### config.mk
export PLATFORM = sky130hd
export DESIGN_NAME = time_of_day
export DESIGN_NICKNAME = d
export VERILOG_FILES = /design/src/rtl/time_of_day.sv
export SDC_FILE = /design/constraint.sdc
export NUM_CORES = 1
export LEC_CHECK = 0
export BUFFER_PORTS_ARGS = -buffer_cell sky130_fd_sc_hd__buf_2
export CORE_MARGIN = 3
export CORE_UTILIZATION = 55
export CTS_BUF_LIST = sky130_fd_sc_hd__clkbuf_8
export CTS_CLUSTER_SIZE = 40
export DETAILED_ROUTE_END_ITERATION = 8
export PLACE_DENSITY = 0.75
export SYNTH_ARGS = -nofsm -noshare
export SYNTH_HDL_FRONTEND = slang
export SYNTH_SLANG_ARGS = --single-unit
### constraint.sdc
create_clock -name clk -period 4.4 [get_ports clk]
set_clock_uncertainty 0.15 [all_clocks]
set_input_delay 0.22 -clock clk [delete_from_list [all_inputs] [get_ports clk]]
set_output_delay 0.22 -clock clk [all_outputs]
set_load 0.02 [all_outputs]
### src/rtl/time_of_day.sv
// time_of_day: HH:MM:SS counter driven by a prescaled 1 Hz tick.
// It has an interactive six-button editor that works on a shadow copy of the time.
// The one-cycle carry_out pulse at midnight feeds the carry_in of the downstream date block.
module time_of_day #(
  parameter int CLK_HZ = 50000000
) (
  input  logic        clk,
  input  logic        rst,
  input  logic        up,
  input  logic        down,
  input  logic        left,
  input  logic        right,
  input  logic        enter,
  input  logic        esc,
  input  logic        mode,
  output logic        carry_out,
  output logic [47:0] out,
  output logic        norm,
  output logic [6:0]  hour,
  output logic [6:0]  minute,
  output logic [6:0]  second
);

  localparam int CW = $clog2(CLK_HZ);
  localparam logic [CW-1:0] LAST = CW'(CLK_HZ - 1);

  typedef enum logic { RUN, EDIT } state_t;
  typedef enum logic [1:0] { SEL_HOUR, SEL_MIN, SEL_SEC } sel_t;

  state_t        state_q, state_d;
  sel_t          sel_q, sel_d;
  logic [CW-1:0] count_q, count_d;
  logic [5:0]    hour_q, hour_d, min_q, min_d, sec_q, sec_d;
  logic [5:0]    sh_hour_q, sh_hour_d, sh_min_q, sh_min_d, sh_sec_q, sh_sec_d;
  logic          carry_q, carry_d;
  logic          norm_q, norm_d;
  logic [47:0]   out_q, out_d;
  logic          tick;

  function automatic logic [5:0] wrap_inc(input logic [5:0] v, input logic [5:0] top);
    return (v >= top) ? 6'd0 : v + 6'd1;
  endfunction

  function automatic logic [5:0] wrap_dec(input logic [5:0] v, input logic [5:0] top);
    return (v == 6'd0) ? top : v - 6'd1;
  endfunction

  function automatic logic [15:0] to_ascii(input logic [5:0] v);
    logic [5:0] t;
    logic [5:0] u;
    t = v / 6'd10;
    u = v % 6'd10;
    return {8'h30 + {2'b00, t}, 8'h30 + {2'b00, u}};
  endfunction

  // Next-state logic.
  // Covers the prescaler, the live time, the RUN/EDIT editor and the registered display.
  always_comb begin
    state_d   = state_q;
    sel_d     = sel_q;
    hour_d    = hour_q;
    min_d     = min_q;
    sec_d     = sec_q;
    sh_hour_d = sh_hour_q;
    sh_min_d  = sh_min_q;
    sh_sec_d  = sh_sec_q;
    carry_d   = 1'b0;

    tick    = (count_q == LAST);
    count_d = tick ? '0 : count_q + 1'b1;

    if (tick) begin
      sec_d = wrap_inc(sec_q, 6'd59);
      if (sec_q == 6'd59) begin
        min_d = wrap_inc(min_q, 6'd59);
        if (min_q == 6'd59) begin
          hour_d = wrap_inc(hour_q, 6'd23);
        end
      end
      carry_d = (sec_q == 6'd59) && (min_q == 6'd59) && (hour_q == 6'd23);
    end

    case (state_q)
      RUN: begin
        if (enter && mode) begin
          state_d   = EDIT;
          sel_d     = SEL_HOUR;
          sh_hour_d = hour_q;
          sh_min_d  = min_q;
          sh_sec_d  = sec_q;
        end
      end
      EDIT: begin
        if (esc) begin
          state_d = RUN;
        end else if (enter) begin
          // A commit overrides any tick that lands in the same cycle.
          state_d = RUN;
          hour_d  = sh_hour_q;
          min_d   = sh_min_q;
          sec_d   = sh_sec_q;
          count_d = '0;
          carry_d = 1'b0;
        end else if (up) begin
          case (sel_q)
            SEL_HOUR: sh_hour_d = wrap_inc(sh_hour_q, 6'd23);
            SEL_MIN:  sh_min_d  = wrap_inc(sh_min_q, 6'd59);
            default:  sh_sec_d  = wrap_inc(sh_sec_q, 6'd59);
          endcase
        end else if (down) begin
          case (sel_q)
            SEL_HOUR: sh_hour_d = wrap_dec(sh_hour_q, 6'd23);
            SEL_MIN:  sh_min_d  = wrap_dec(sh_min_q, 6'd59);
            default:  sh_sec_d  = wrap_dec(sh_sec_q, 6'd59);
          endcase
        end else if (left) begin
          case (sel_q)
            SEL_SEC: sel_d = SEL_MIN;
            default: sel_d = SEL_HOUR;
          endcase
        end else if (right) begin
          case (sel_q)
            SEL_HOUR: sel_d = SEL_MIN;
            default:  sel_d = SEL_SEC;
          endcase
        end
      end
      default: state_d = RUN;
    endcase

    norm_d = (state_d == RUN);

    if (state_q == RUN) begin
      out_d = {to_ascii(hour_q), to_ascii(min_q), to_ascii(sec_q)};
    end else begin
      out_d = {to_ascii(sh_hour_q), to_ascii(sh_min_q), to_ascii(sh_sec_q)};
    end
  end

  // State registers with asynchronous reset back to RUN at 00:00:00.
  always_ff @(posedge clk or posedge rst) begin
    if (rst) begin
      state_q   <= RUN;
      sel_q     <= SEL_HOUR;
      count_q   <= '0;
      hour_q    <= 6'd0;
      min_q     <= 6'd0;
      sec_q     <= 6'd0;
      sh_hour_q <= 6'd0;
      sh_min_q  <= 6'd0;
      sh_sec_q  <= 6'd0;
      carry_q   <= 1'b0;
      norm_q    <= 1'b1;
      out_q     <= 48'h303030303030;
    end else begin
      state_q   <= state_d;
      sel_q     <= sel_d;
      count_q   <= count_d;
      hour_q    <= hour_d;
      min_q     <= min_d;
      sec_q     <= sec_d;
      sh_hour_q <= sh_hour_d;
      sh_min_q  <= sh_min_d;
      sh_sec_q  <= sh_sec_d;
      carry_q   <= carry_d;
      norm_q    <= norm_d;
      out_q     <= out_d;
    end
  end

  assign carry_out = carry_q;
  assign norm      = norm_q;
  assign out       = out_q;
  assign hour      = {1'b0, hour_q};
  assign minute    = {1'b0, min_q};
  assign second    = {1'b0, sec_q};

endmodule

==> impl_metrics.csv <==
group,metric,value,unit
drt,routed_wl,17900,µm
place,place_area,7620,µm²
floorplanning,rows,41,
power_and_ir_drop,finalPower,4.93,mW
clock_network,cts.sinks,97,
floorplanning,dieArea,15000,µm²
global_route,grt_max_degree,66,
logic_synthesis,synth-edff-count,0,
logic_synthesis,syn-mean-instance-area,7.95,µm²
sta,period_needed,3.58,ns
logic_synthesis,ys_types,79,
clock_network,clock_path_buffers,2,
clock_network,cts.clk_slew.worst_paths,0.11,ns
drt,antenna_left,0,
clock_network,cts_buffers,9,
floorplanning,die-height,122,µm
finish,final_common_cell,"nor2_1",
clock_network,clockRootBuffer,"clkbuf_8",
sta,grt_setup_unrepaired,"no",
global_route,overflow,0,
setup_path,critPathKind,"register to register",
logic_synthesis,synthCells,936,
sta,max_freq,0.279,GHz
setup_path,reg2reg_slack,0.82,ns
floorplanning,fp.coreArea,12900,µm²
clock_network,htree_levels,3,
finish,multi_input_area,4490,µm²
finish,final_cells,1117,
drt,drt_iter0_markers,614,
place,port_buffers,58,
setup_path,crit_path_start_kind,"register",
global_route,grt_pass1_wl,29600,µm
power_and_ir_drop,p_leak,3.31,nW
finish,final_util,60.8,%
clock_network,cts_tree,"yes",
setup_path,required,4.60,ns
finish,syn2layout_area_growth,5.70,%
global_route,antenna_found_initial,0,
sta,holdWs,0.0527,ns
floorplanning,start_util,57.5,%
sta,drv_slew,0,
floorplanning,die_w,122,µm
place,hpwl,12500,µm
finish,final_area,7860,µm²
setup_path,endpoint_kind,"register",
clock_network,cts_resized,0,
finish,drive_gt1_share,11.0,%
finish,insertedDiodeCount,0,
sta,hold_viol,0,
clock_network,holdBufCountCts,3,
global_route,grt_pass1_vias,5836,
clock_network,cts_setup_buffers,0,
logic_synthesis,ys_async_sr_fraction,100,%
logic_synthesis,synth-seq-area-share,32.8,%
logic_synthesis,synth-seq-cells,97,
finish,register_area,2440,µm²
logic_synthesis,synth_flop_cell,"dfrtp_1",
sta,finalCritPeriodShare,81.4,%
power_and_ir_drop,powerDensity,626,nW/µm²
place,dp.cells,1098,
clock_network,clock_latency,0.40,ns
sta,maxSlewHeadroom,16.6,%
global_route,grtUsageTotal,24.4,%
job,cap_viol_max_count,0,
setup_path,cp.arrival,3.78,ns
finish,nFillCells,1185,
setup_path,critical_path.max_fanout,19,
logic_synthesis,syn_area,7440,µm²
power_and_ir_drop,peakVddDrop,247,µV
place,pre_cts_ws,0.863,ns
drt,dr_total_vias,6773,
sta,finalSetupViolations,0,
drt,vias_per_cell,6.06,
status,status,"complete, no violations",
drt,routedWlPerCell,16.0,µm
sta,worst_slack,0.817,ns
sta,tightest_slew,1.24,ns
finish,nets,979,
sta,fin_setup_tns,0,ns
drt,drc,0,
hold_path,min_path_type,"input port to register",
place,gp_congestion,0.915,
logic_synthesis,yosys_warnings,0,
drt,firstDrtPassIters,5,
floorplanning,ios,80,
finish,final_cell_mix,"nor2_1 (90), dfrtp_1 (89), nand2_1 (84), o21ai_0 (60), buf_2 (58)",
-- sequential cells by signal, summed over array words and instances, names as in the netlist --
register / flops
count_q: 26
sh_hour_q: 6
min_q: 6
sh_sec_q: 6
sec_q: 6
hour_q: 6
carry_out: 1
norm: 1
state_q: 1
out: 30
sel_q: 2
sh_min_q: 6
-- cells in the mapped netlist, drive strengths merged, types with 23 or more instances --
cell type,instances,share of area (%)
nand2b,23,1.9
dfrtp,90,30
nand2,84,4.2
clkbuf,55,2.8
inv,38,1.9
nor2,91,4.7
a31oi,24,2.0
nand3,32,2.2
buf,38,3.2
o21ai,80,5.4
ha,30,5.0
a21oi,47,3.2
nor3,23,1.6
-- where the power goes --
group          leakage, nW  internal (mW)  switching, mW
Combinational         2.01           1.03           1.49
Clock                0.102          0.272          0.347
Sequential            1.19           1.17          0.614
Total                 3.31           2.47           2.45
-- metal layers --
layer  GRT usage [%]  wire, µm  up-vias
li1                -         -     3341
met1            38.1      8520     3173
met2            34.7      7880      245
met3            4.33      1310       14
met4            6.44       214        0
met5               0         0        -
-- path summary, 6_finish.rpt --
kind | start | endpoint | depth (start not counted)
min reg2reg | count_q[0]$_DFF_PP0_ | count_q[0]$_DFF_PP0_ | 1
max reg2reg | min_q[3]$_DFF_PP0_ | out[21]$_DFF_PP1_ | 10
max | min_q[3]$_DFF_PP0_ | out[21]$_DFF_PP1_ | 10
max in group asynchronous | rst | out[5]$_DFF_PP1_ | 4
min in group asynchronous | rst | out[38]$_DFF_PP0_ | 3
min | enter | norm$_DFF_PP1_ | 3
-- critical path: stages (launching register included) --
cell	delay, ns
dfrtp_1	0.71
clkinv_1	0.38
ha_1	0.50
and3b_1	0.22
o21ai_0	0.15
o211ai_1	0.24
o2bb2ai_1	0.40
nand2b_1	0.17
a41oi_1	0.29
ha_1	0.27
inv_1	0.06
-- logic make-up after synthesis --
logic type / count (synthesis) / synth area share [%]
AOI/OAI and AO/OA: 264 / 23.3
buffers and inverters: 132 / 7.94
other: 2 / 0.101
muxes: 13 / 1.95
xor gates and xnor gates: 37 / 4.36
and+or+nand+nor: 357 / 24.0
adders and majority gates: 34 / 5.58
DFF: 97 / 32.8
-- cell type report --
cell class | instances | area share (%)
multi-input cells | 726 | 57.1
clock buffers | 9 | 1.58
inverters | 39 | 1.89
well taps | 172 | 2.74
clock inverters | 7 | 1.07
repair buffers | 67 | 4.65
flip-flops and latches | 97 | 31.0
Power figures use the tool's default switching activity.
